[src/rtl/rf_access_ctrl.sv]
`default_nettype none
// ============================================================================
// Module  : rf_access_ctrl
// Brief   : Register-file front end: reset clear sweep, then core/debug sharing
// Revision: 1.0
// ============================================================================
module rf_access_ctrl #(
    parameter logic [31:0] INIT_VALUE     = 32'h00000000,
    parameter bit          CLEAR_ON_RESET = 1'b1
) (
    input  logic        clk,
    input  logic        rst,
    input  logic        core_we,
    input  logic [4:0]  core_wa,
    input  logic [31:0] core_wd,
    input  logic [4:0]  core_ra2,
    output logic        core_stall,
    input  logic        dbg_req,
    input  logic        dbg_wr,
    input  logic [4:0]  dbg_addr,
    input  logic [31:0] dbg_wdata,
    output logic        dbg_ack,
    output logic [31:0] dbg_rdata,
    output logic        rf_we,
    output logic [4:0]  rf_wa,
    output logic [31:0] rf_wd,
    output logic [4:0]  rf_ra2,
    input  logic [31:0] rf_rd2
);

    localparam logic [2:0] c_ST_INIT   = 3'd0;
    localparam logic [2:0] c_ST_IDLE   = 3'd1;
    localparam logic [2:0] c_ST_DBG    = 3'd2;
    localparam logic [2:0] c_ST_ACK    = 3'd3;
    localparam logic [2:0] c_ST_WAITLO = 3'd4;

    localparam logic [2:0] c_ST_RESET  = CLEAR_ON_RESET ? c_ST_INIT : c_ST_IDLE;

    logic [2:0]  r_state;
    logic [2:0]  w_state_nxt;
    logic [4:0]  r_idx;
    logic [31:0] r_dbg_rdata;

    always_comb begin
        w_state_nxt = r_state;
        case (r_state)
            c_ST_INIT:   if (r_idx == 5'd31) w_state_nxt = c_ST_IDLE;
            c_ST_IDLE:   if (dbg_req) w_state_nxt = c_ST_DBG;
            c_ST_DBG:    w_state_nxt = c_ST_ACK;
            c_ST_ACK:    w_state_nxt = dbg_req ? c_ST_WAITLO : c_ST_IDLE;
            c_ST_WAITLO: if (!dbg_req) w_state_nxt = c_ST_IDLE;
            default:     w_state_nxt = c_ST_IDLE;
        endcase
    end

    always_ff @(posedge clk or posedge rst) begin
        if (rst) begin
            r_state     <= c_ST_RESET;
            r_idx       <= 5'd1;
            r_dbg_rdata <= 32'd0;
        end else begin
            r_state <= w_state_nxt;
            // Index parks back at 1 so a later sweep always starts clean
            if (r_state == c_ST_INIT) begin
                r_idx <= (r_idx == 5'd31) ? 5'd1 : r_idx + 5'd1;
            end
            if (r_state == c_ST_DBG && !dbg_wr) begin
                r_dbg_rdata <= (dbg_addr == 5'd0) ? 32'd0 : rf_rd2;
            end
        end
    end

    always_comb begin
        rf_we      = core_we;
        rf_wa      = core_wa;
        rf_wd      = core_wd;
        rf_ra2     = core_ra2;
        core_stall = 1'b0;
        case (r_state)
            c_ST_INIT: begin
                rf_we      = 1'b1;
                rf_wa      = r_idx;
                rf_wd      = INIT_VALUE;
                core_stall = 1'b1;
            end
            c_ST_DBG: begin
                // Core writeback is gated off; only the debug write may land
                rf_we      = dbg_wr && (dbg_addr != 5'd0);
                rf_wa      = dbg_addr;
                rf_wd      = dbg_wdata;
                rf_ra2     = dbg_addr;
                core_stall = 1'b1;
            end
            default: ;
        endcase
    end

    assign dbg_ack   = (r_state == c_ST_ACK);
    assign dbg_rdata = r_dbg_rdata;

endmodule
`default_nettype wire
[config.mk]
export PLATFORM = sky130hd
export DESIGN_NAME = rf_access_ctrl
export DESIGN_NICKNAME = d
export VERILOG_FILES = /design/src/rtl/rf_access_ctrl.sv
export SDC_FILE = /design/constraint.sdc
export NUM_CORES = 1
export LEC_CHECK = 0
export ABC_AREA = 1
export BUFFER_PORTS_ARGS = -buffer_cell sky130_fd_sc_hd__buf_2
export CAP_MARGIN = 10
export CORE_MARGIN = 2
export CORE_UTILIZATION = 39
export CTS_CLUSTER_DIAMETER = 80
export DETAILED_ROUTE_END_ITERATION = 16
export GPL_ROUTABILITY_DRIVEN = 0
export GPL_TIMING_DRIVEN = 0
export MAX_ROUTING_LAYER = met4
export PLACE_DENSITY = 0.8
export SYNTH_ARGS = -nofsm -noshare
export SYNTH_HDL_FRONTEND = slang
export SYNTH_SLANG_ARGS = --single-unit
[constraint.sdc]
create_clock -name clk -period 1.6 [get_ports clk]
set_clock_uncertainty 0.05 [all_clocks]
set_input_delay 0.08 -clock clk [delete_from_list [all_inputs] [get_ports clk]]
set_output_delay 0.08 -clock clk [all_outputs]
set_load 0.01 [all_outputs]
==> metrics.yaml, run 1 <==
finish:
  final_common_cell: "buf_2"
  finalNonFillerCells: 650
  fin_area_mm2: 0.00406
  antenna_cells: 0
  area_delta_synth_final_pct: 79.4
  layout_common_cells: "buf_2 (187), nand2_1 (181), nand3_1 (39)"
  drive_gt1_share_pct: 45.0
  fin_nets: 696
  fill_cells: 431
power_and_ir_drop:
  ir_worst_vdd_mv: 0.876
  p_per_area_mw_per_mm2: 1610
  p_leak_nw: 2.46
sta:
  final.min_clock_period_ps: 1730
  finalHoldViolCount: 0
  max_freq_ghz: 0.578
  slew_headroom_pct: 46.0
  finalSetupTns_ps: -511
  setup_viol: 24
  fin_ws_ps: -131
  final-max-slew-violation-count: 0
  worst_slew_pin_slew_ps: 809
  rsz0062_at_grt: "yes"
  post-route-period-util_pct: 108
  holdWs_ps: 76.2
clock_tree:
  cts_sinks: 40
  clk_latency_ps: 280
  cts_buffers: 5
  cts_root_buf: "clkbuf_8"
  htreeDepth: 2
  cts.path.max_buffers: 2
  path_clk_slew_ps: 70
  cts_tree: "done"
global_routing:
  grt_usage_pct: 26.5
  grt_remaining_overflow: 0
  grt_start_max_net_pins: 41
  antenna_found_initial: 0
  grt_pass1_vias: 2924
  grt_pass1_wl_um: 13100
detailed_routing:
  postRouteAntennaNets: 0
  wl_um: 9270
  wl_per_cell_um: 14.3
  drc: 0
  drtIter0Drc: 97
  vias: 3193
  drt-pass1-iter-count: 4
  via_per_inst: 4.91
synth:
  syn-cell-area_mm2: 0.00226
  synth_seq_cells: 40
  yosys_warnings: 0
  synth_cell_type_count: 21
  syn_avg_cell_area_um2: 6.80
  synthCells: 333
  seq_area_frac_synth_pct: 44.3
  syn_nets: 451
status:
  status: "finished, violations left"
  failed_checks: "negative setup slack"
worst_setup_path:
  slowest_stage: "dfrtp_2"
  crit_path_frequent_cell: "buf_4"
  critPathRequiredTime_ps: 1470
  crit_path_cell_trace: "nor2_4, buf_4, buf_4, buf_4, o22ai_1, nor2_1, buf_2"
  cp_max_fo: 4
  r2r-start: "r_state[2]"
  crit_path_end_kind: "primary output"
  cp_num_buf_inv: 4
  critPathLaunchType: "flop"
  max_stage_delay_ps: 440
  path_delay_family: "buffers and inverters"
  arrival_ps: 1600
  cp-startpoint: "r_state[2]"
  critical_path_class: "flop to primary output"
die:
  die_area_mm2: 0.00643
  core-area_mm2: 0.00557
  die_w_um: 80.2
  start_util_pct: 40.6
  die_y_um: 80.2
  core.rowCount: 27
  ios: 193
placed_design:
  place_area_mm2: 0.00332
  place.port_buffers: 192
  dp_hpwl_um: 6090
  placed_cells: 597
hold_path:
  hp-class: "input port to flop"
  hold_path.startpoint: "dbg_wr"
run:
  timing.max_cap.violations: 0
## repair_timing
| action | in CTS | in global routing |
|---|---|---|
| setup endpoints to repair | 43 | 75 |
| hold buffers | 34 | 0 |
| pin swaps | 1 | 9 |
| resized for setup | 22 | 41 |
| hold endpoints to repair | 72 | 0 |
| setup buffers | 5 | 4 |
| gates cloned | 0 | 3 |
## worst min-delay path, delay by kind of cell
| family | cells | cell delay, ps |
|---|---|---|
| buffers and inverters | 1 | 120 |
| AND/OR/NAND/NOR | 3 | 170 |
## power breakdown
part           switching (mW)  internal (mW)  total, mW
combinational            2.33           1.81       4.14
clock                   0.336          0.295      0.631
sequential              0.312           1.47       1.78
total                    2.98           3.58       6.55
## metal layers
layer | up-vias | track usage (%) | routed length, µm
met3 | 35 | 6.18 | 768
met1 | 1463 | 27.7 | 3260
li1 | 1530 | - | -
met5 | - | - | 0
met2 | 165 | 48.8 | 4900
met4 | 0 | 8.81 | 347
## final cells by class
| class | count | area, µm² | share of cell area (%) |
|---|---|---|---|
| sequential | 40 | 1000 | 24.7 |
| clock inverter | 2 | 12.5 | 0.308 |
| inverter | 11 | 56.3 | 1.39 |
| timing repair buffer | 237 | 1450 | 35.8 |
| tap | 72 | 90.1 | 2.22 |
| timing repair inverter | 1 | 6.26 | 0.154 |
| clock buffer | 5 | 68.8 | 1.69 |
| multi-input combinational | 267 | 1240 | 30.4 |
| buffer | 15 | 135 | 3.33 |
## synth_stat cells
cell      number  area, µm²
nand2_1      201        754
ha_1           2       25.0
dfstp_2        1       26.3
nand3_1       40        200
buf_2          6       30.0
o21ai_0        3       15.0
nand4_1        2       12.5
nor2_4         2       22.5
inv_2          2       7.51
nand2_4        1       11.3
inv_1          9       33.8
o211ai_1       2       15.0
dfrtp_1       39        976
o22ai_1        2       12.5
buf_6          3       33.8
clkbuf_1       3       11.3
xnor2_1        1       8.76
buf_4          3       22.5
a21oi_1        1       5.00
nor2_1         9       33.8
nand3b_1       1       7.51
## cells by family (layout without fill, tap and decap cells)
kind of cell             count (synthesis)  count (layout)  share of synthesized area (%)
AND/OR/NAND/NOR                        256             256                           46.0
flip-flops                              40              40                           44.3
buffers and inverters                   26             271                           6.13
AO/OA/AOI/OAI                            8               8                           2.10
adder cells (fa/ha/maj)                  2               2                           1.10
XOR/XNOR                                 1               1                          0.387
## metrics by stage
| stage | util, % | setup slack (ps) | power (mW) |
|---|---|---|---|
| 2_1_floorplan | - | 148 | 3.67 |
| 6_report | 72.9 | -131 | 6.55 |
| 4_1_cts | 68.9 | -32.7 | 6.06 |
| 3_5_place_dp | 59.5 | -63.8 | 5.08 |
| 5_1_grt | 72.9 | -185 | 7.02 |
| 3_3_place_gp | 59.5 | 11.9 | 4.99 |
## state kept, by name, indices dropped and copies added (netlist names)
signal and flops:
dbg_rdata 32, r_state 3, r_idx 5
## worst paths after layout
check | endpoint | slack [ps] | cells past startpoint
setup / recovery | rf_we | -130 | 7
hold / removal | dbg_rdata[24] | 80 | 4
setup reg to reg | dbg_rdata[25] | -20 | 8
hold reg to reg | dbg_rdata[8] | 430 | 2
max in group asynchronous | r_state[0] | 470 | 3
min in group asynchronous | dbg_rdata[25] | 470 | 3
No activity file was read; power rests on OpenSTA's default activity.
==> run 2, diff against run 1 <==
- MAX_ROUTING_LAYER: met4 -> not set
==> run 2 against run 1 <==
  * The run still ends with negative setup slack left
  * Critical path depth unchanged
  * Sequential power barely moved
  * Fmax fell by 0.11%
  * Register-to-register slack lost 20 ps
  * Worst setup slack got worse by 1.9 ps
  * Clock power about the same
  * Clock-buffer cell count did not move
  * Non-clock buffer count unchanged
  * Die area is the same
  * Sequential cell count is the same
  * Critical path type unchanged
==> metrics.yaml, run 2 (synthesis gave the netlist of run 1 again) <==
detailed_routing:
  postRouteAntennaNets: 0  # unchanged
  via_per_inst: 4.88  # -0.63%
  wl_um: 9350  # +0.85%
  drtIter0Drc: 97  # unchanged
  wl_per_cell_um: 14.4  # +0.85%
  drt-pass1-iter-count: 4  # unchanged
  drc: 0  # unchanged
  vias: 3173  # -0.63%
die:
  die_y_um: 80.2  # unchanged
  core.rowCount: 27  # unchanged
  start_util_pct: 40.6  # unchanged
  die_area_mm2: 0.00643  # unchanged
  core-area_mm2: 0.00557  # unchanged
  ios: 193  # unchanged
  die_w_um: 80.2  # unchanged
sta:
  max_freq_ghz: 0.577  # -0.11%
  slew_headroom_pct: 45.8  # -0.23 points
  post-route-period-util_pct: 108  # +0.12 points
  rsz0062_at_grt: "yes"
  final.min_clock_period_ps: 1730  # +1.89 ps
  holdWs_ps: 74.7  # -1.50 ps
  worst_slew_pin_slew_ps: 812  # +3.39 ps
  finalHoldViolCount: 0  # unchanged
  setup_viol: 41  # +71%
  final-max-slew-violation-count: 0  # unchanged
  fin_ws_ps: -133  # -1.89 ps
worst_setup_path:
  cp-startpoint: "r_state[2]"
  critPathRequiredTime_ps: 1470  # about the same
  reg2reg_to: "dbg_rdata[25]"
  cp_max_fo: 4  # unchanged
  arrival_ps: 1600  # about the same
  critical_path_class: "flop to primary output"
  crit_path_end_kind: "primary output"
  worstSetupEndpoint: "rf_we"
  critPathLaunchType: "flop"
  max_stage_delay_ps: 440  # about the same
  slowest_stage: "dfrtp_2"
  rr_worst_depth: 8  # unchanged
  crit_path_cell_trace: "nor2_4, buf_4, buf_4, buf_4, o22ai_1, nor2_1, buf_2"
  rrSetupSlack_ps: -40  # -20 ps
  r2r-start: "r_state[2]"
  crit_path_frequent_cell: "buf_4"
global_routing:
  antenna_found_initial: 0  # unchanged
  grt_pass1_vias: 2926  # +0.068%
  grt_remaining_overflow: 0  # unchanged
  grt_start_max_net_pins: 41  # unchanged
  grt_pass1_wl_um: 13000  # -0.16%
  grt_usage_pct: 25.7  # -0.72 points
clock_tree:
  cts_sinks: 40  # unchanged
  cts_buffers: 5  # unchanged
  cts_tree: "done"
  path_clk_slew_ps: 70  # about the same
  clk_latency_ps: 280  # about the same
  htreeDepth: 2  # unchanged
  cts_root_buf: "clkbuf_8"
  cts.path.max_buffers: 2  # unchanged
power_and_ir_drop:
  p_leak_nw: 2.46  # unchanged
  ir_worst_vdd_mv: 0.877  # +0.17%
  finalPower_mw: 6.56  # +0.17%
  p_per_area_mw_per_mm2: 1620  # +0.17%
placed_design:
  dp_hpwl_um: 6090  # unchanged
  place.port_buffers: 192  # unchanged
finish:
  multi_input_area_mm2: 0.00124  # unchanged
  fill_cells: 431  # unchanged
  area_delta_synth_final_pct: 79.4  # unchanged
  antenna_cells: 0  # unchanged
  fin_nets: 696  # unchanged
  drive_gt1_share_pct: 45.0  # unchanged
  largest_reg_flops: 32  # unchanged
  layout_common_cells: "buf_2 (187), nand2_1 (181), nand3_1 (39)"
  final_common_cell: "buf_2"
  seq_area_mm2: 0.00100  # unchanged
hold_path:
  hp-class: "input port to flop"
run:
  timing.max_cap.violations: 0  # unchanged
status:
  status: "finished, violations left"
  failed_checks: "negative setup slack"
[run 2: layout make-up]
| type | instances | share of cell area, % |
|---|---|---|
| Timing Repair Buffer | 237 | 35.8 |
| Multi-Input combinational cell | 267 | 30.4 |
| Sequential cell | 40 | 24.7 |
| Buffer | 15 | 3.33 |
| Tap cell | 72 | 2.22 |
| Clock buffer | 5 | 1.69 |
| Inverter | 11 | 1.39 |
| Clock inverter | 2 | 0.308 |
| Timing Repair inverter | 1 | 0.154 |
[run 2: worst min path at each step]
stage,startpoint,endpoint,cells after the start
after floorplan,dbg_req,r_state[2],2
after global placement,rf_rd2[29],dbg_rdata[29],3
after detailed placement,rst,dbg_rdata[25],2
after CTS,dbg_wr,dbg_rdata[23],4
after global routing,dbg_wr,dbg_rdata[24],4
final,dbg_wr,dbg_rdata[24],4
[run 2: repair_timing]
item	in CTS	in global routing
resized for setup	22	41
endpoints found under the setup margin	43	75
pin swaps	1	9
setup buffers	5	4
hold buffers	34	0
hold endpoints to repair	72	0
cloned	0	3
[run 2: report_power, final]
group | switching (mW) | total (mW) | leakage [nW] | internal [mW]
combinational | 2.34 | 4.15 | 1.91 | 1.81
clock | 0.336 | 0.631 | 0.0400 | 0.295
sequential | 0.316 | 1.78 | 0.503 | 1.47
[run 2: worst max-delay path, delay by kind of cell (launching register included)]
kind / cells / cell delay (ps)
and+or+nand+nor: 2 / 300
buffers and inverters: 4 / 490
DFF: 1 / 440
AOI/OAI and AO/OA: 1 / 80
[run 2: routing by layer]
layer  global-route usage [%]  vias to the layer above  wire length (µm)
met5                        0                        -                 0
met4                     8.81                        0               347
met3                     6.85                       31               805
met2                     48.8                      168              4890
met1                     27.1                     1446              3310
li1                         -                     1528                 -
[run 2: per-stage QoR]
stage	TNS, ps	area, µm²	instances	setup WS, ps	utilization [%]
finish	-692	4060	650	-133	72.9
global route	-6320	4060	650	-185	72.9
CTS	-127	3840	643	-32.7	68.9
detailed placement	-68.9	3320	597	-63.8	59.5
global placement	0	3320	597	11.9	59.5
floorplan	0	2260	333	148	-
==> run 3, diff against run 2 <==
- ABC_AREA: 1 -> 0
- PLACE_DENSITY: 0.8 -> 0.79
==> run 3 against run 2 <==
  * The flow still finishes with violations (negative setup slack)
  * Synthesized cell count decreased by 35%
  * Hold slack improved by 100 ps
  * Total power increased by 18%
  * Register-to-register slack got worse by 70 ps
  * Clock power increased by 37%
  * First-iteration DRC count increased by 2.1%
  * Cell area increased by 11%
==> metrics.yaml, run 3 <==
status:
  status: "finished, violations left"
  failed_checks: "negative setup slack"
worst_setup_path:
  critPathLaunchType: "flop"
  crit_path_end_kind: "primary output"
  rrSetupSlack_ps: -110  # -70 ps
  crit_path_cell_trace: "buf_6, nor3b_4, buf_6, mux2_4, buf_6"
  crit_path_frequent_cell: "buf_6"
  arrival_ps: 1770  # +170 ps
  critical_path_class: "flop to primary output"
  cp_max_fo: 10  # +6
  max_stage_delay_ps: 410  # -30 ps
  critPathRequiredTime_ps: 1470  # about the same
  slowest_stage: "dfrtp_1"
synth:
  synth_commonest_cells: "nand2_1 (41), dfrtp_1 (39), a22o_1 (32), o2bb2ai_1 (22), o2bb2ai_2 (10)"
  synth.most_common_cell: "nand2_1"
  yosys_warnings: 0  # unchanged
  synthMuxAreaShare_pct: 6.41  # +6.4 points
  synth_compound_area_share_pct: 30.1  # +28 points
  synth_cell_type_count: 33  # +57%
  async_reset_ff_share_pct: 100  # unchanged
  synth_edf_count: 0  # unchanged
  synth_adder_area_share_pct: 1.07  # -0.036 points
  syn_nets: 335  # -26%
  synthCells: 217  # -35%
  synth_seq_cells: 40  # unchanged
  synth_top_family_by_area: "compound AO/OA/AOI/OAI gates"
  syn_avg_cell_area_um2: 10.8  # +59%
  synthSimpleGateAreaFrac_pct: 12.6  # -33 points
  seq_area_frac_synth_pct: 42.8  # -1.4 points
  ys_top_cells_by_area: "dfrtp_1 (42%), a22o_1 (12%), o2bb2ai_1 (8.2%)"
  synth_top_area_share_pct: 41.7  # -1.4 points
  synth_area_leader_cell: "dfrtp_1"
  synth_flop_cell: "dfrtp_1"
  synth_xor_area_share_pct: 0  # -0.39 points
  syn-cell-area_mm2: 0.00234  # +3.4%
die:
  ios: 193  # unchanged
  core-area_mm2: 0.00585  # +5.0%
  start_util_pct: 40.0  # -0.62 points
  die_w_um: 81.5  # +1.6%
  core.rowCount: 28  # +3.7%
  die_y_um: 81.5  # +1.6%
  die_area_mm2: 0.00664  # +3.2%
detailed_routing:
  drc: 0  # unchanged
  drt-pass1-iter-count: 6  # +2
  wl_per_cell_um: 18.4  # +28%
  wl_um: 10000  # +7.2%
  postRouteAntennaNets: 0  # unchanged
  vias: 2875  # -9.4%
  via_per_inst: 5.28  # +8.1%
  drtIter0Drc: 99  # +2.1%
sta:
  slew_headroom_pct: 42.8  # -2.9 points
  post-route-period-util_pct: 119  # +10 points
  fin_ws_ps: -299  # -167 ps
  max_freq_ghz: 0.527  # -8.8%
  final.min_clock_period_ps: 1900  # +167 ps
  final-max-slew-violation-count: 0  # unchanged
  setup_viol: 69  # +68%
  rsz0062_at_grt: "yes"
  worst_slew_pin_slew_ps: 856  # +43.7 ps
  finalHoldViolCount: 0  # unchanged
  finalSetupTns_ps: -12310  # -11620 ps
placed_design:
  pre_cts_slack_ps: -94.6  # -30.8 ps
  place.port_buffers: 192  # unchanged
  dp_hpwl_um: 6020  # -1.1%
clock_tree:
  cts_sinks: 40  # unchanged
  cts_root_buf: "clkbuf_8"
  htreeDepth: 2  # unchanged
  clk_latency_ps: 300  # +20 ps
  cts_buffers: 5  # unchanged
  cts_tree: "done"
  path_clk_slew_ps: 90  # +20 ps
  cts.path.max_buffers: 2  # unchanged
finish:
  antenna_cells: 0  # unchanged
  layout_common_cells: "buf_2 (183), dfrtp_1 (38), dlygate4sd3_1 (34)"
  largest_reg_flops: 32  # unchanged
  drive_gt1_share_pct: 66.2  # +21 points
  area_delta_synth_final_pct: 92.3
  fin_nets: 587  # -16%
  final_common_cell: "buf_2"
power_and_ir_drop:
  p_int_mw: 4.62  # +29%
  sw_frac_of_total_pct: 40.4  # -5.1 points
  ir_worst_vdd_mv: 1.10  # +25%
  pwr-share-seq_pct: 25.2  # -2.0 points
  p_per_area_mw_per_mm2: 1720  # +6.5%
  p_leak_nw: 2.25  # -8.5%
  p_sw_mw: 3.13  # +4.7%
  clkPwrFrac_pct: 11.2  # +1.6 points
  p_comb_share_pct: 63.6  # +0.4 points
global_routing:
  grt_pass1_vias: 2702  # -7.7%
  grt_start_max_net_pins: 41  # unchanged
  grt_remaining_overflow: 0  # unchanged
  antenna_found_initial: 0  # unchanged
  grt_usage_pct: 26.5  # +0.75 points
  grt_pass1_wl_um: 13300  # +1.8%
hold_path:
  hp-class: "input port to flop"
run:
  timing.max_cap.violations: 0  # unchanged
run 3: changes by cell type in the layout (fill, tap and decap cells not counted), moves of 4 or more:
cell       before  now
nand3_1        39    1
o2bb2ai_2       0   22
nand2_4         7    2
nand2_2        14   22
nand2_1       181   17
inv_1           5    1
mux2i_1         0    6
buf_4          14   10
buf_2         187  183
o2bb2ai_1       0    9
a22o_1          0   32
buf_6           9   27
mux2_4          0    5
run 3: cells by family after synthesis:
group,after synthesis
DFF,40
and+or+nand+nor,59
buffers and inverters,23
muxes,14
adders and majority gates,2
AOI/OAI and AO/OA,79
run 3: cell type report:
type / count / area [µm²]
inverter: 2 / 7.51
fill: 382 / 1350
tap: 75 / 93.8
multi-input combinational: 154 / 1430
sequential: 40 / 1000
clock inverter: 3 / 46.3
buffer: 21 / 264
clock buffer: 5 / 68.8
timing repair buffer: 245 / 1590
run 3: power by group through the flow:
stage	sequential [mW]	combinational [mW]	clock, mW
floorplan	2.02	2.15	0
CTS	1.86	4.30	0.868
finish	1.95	4.93	0.867
detailed placement	1.86	3.77	0
global placement	1.85	3.68	0
global route	2.00	5.25	0.919
run 3: routing by layer:
layer	GRT usage [%]	part of all wire (%)
met5	0	0
met4	7.97	2.7
met3	6.26	7.6
met2	50.3	52
met1	28.9	37
run 3: timing repair:
| action | 4_1_cts | 5_1_grt |
|---|---|---|
| setup endpoints to repair | 47 | 79 |
| resized for setup | 41 | 79 |
| buffers inserted | 7 | 7 |
| hold endpoints to repair | 72 | 1 |
| gates cloned | 1 | 5 |
| hold buffers | 33 | 1 |
| pin swaps | 5 | 11 |
run 3: path summary, 6_finish.rpt:
path,cells past startpoint,start,to
worst max-delay path,5,r_state[0],rf_ra2[1]
worst min-delay path,3,dbg_addr[2],dbg_rdata[23]
worst max register to register,8,r_state[0],dbg_rdata[7]
worst min register to register,1,dbg_rdata[23],dbg_rdata[23]
max in group asynchronous,3,rst,r_state[1]
min in group asynchronous,3,rst,dbg_rdata[17]
run 3: through the flow:
| step | area, µm² | hold WS (ps) | power, mW | util (%) | cells |
|---|---|---|---|---|---|
| after floorplan | 2340 | 134 | 4.17 | - | 217 |
| after global placement | 3400 | 264 | 5.53 | 58.1 | 484 |
| after detailed placement | 3400 | 245 | 5.63 | 58.1 | 484 |
| after CTS | 4050 | 8.16 | 7.03 | 69.3 | 533 |
| after global routing | 4500 | 170 | 8.17 | 76.9 | 545 |
| final | 4500 | 176 | 7.75 | 76.9 | 545 |
run 3: critical path: cells and delay by family (launching register included):
family | cells | cell delay (ps)
flops | 1 | 410
simple gates | 1 | 270
mux | 1 | 320
buf+inv | 3 | 480
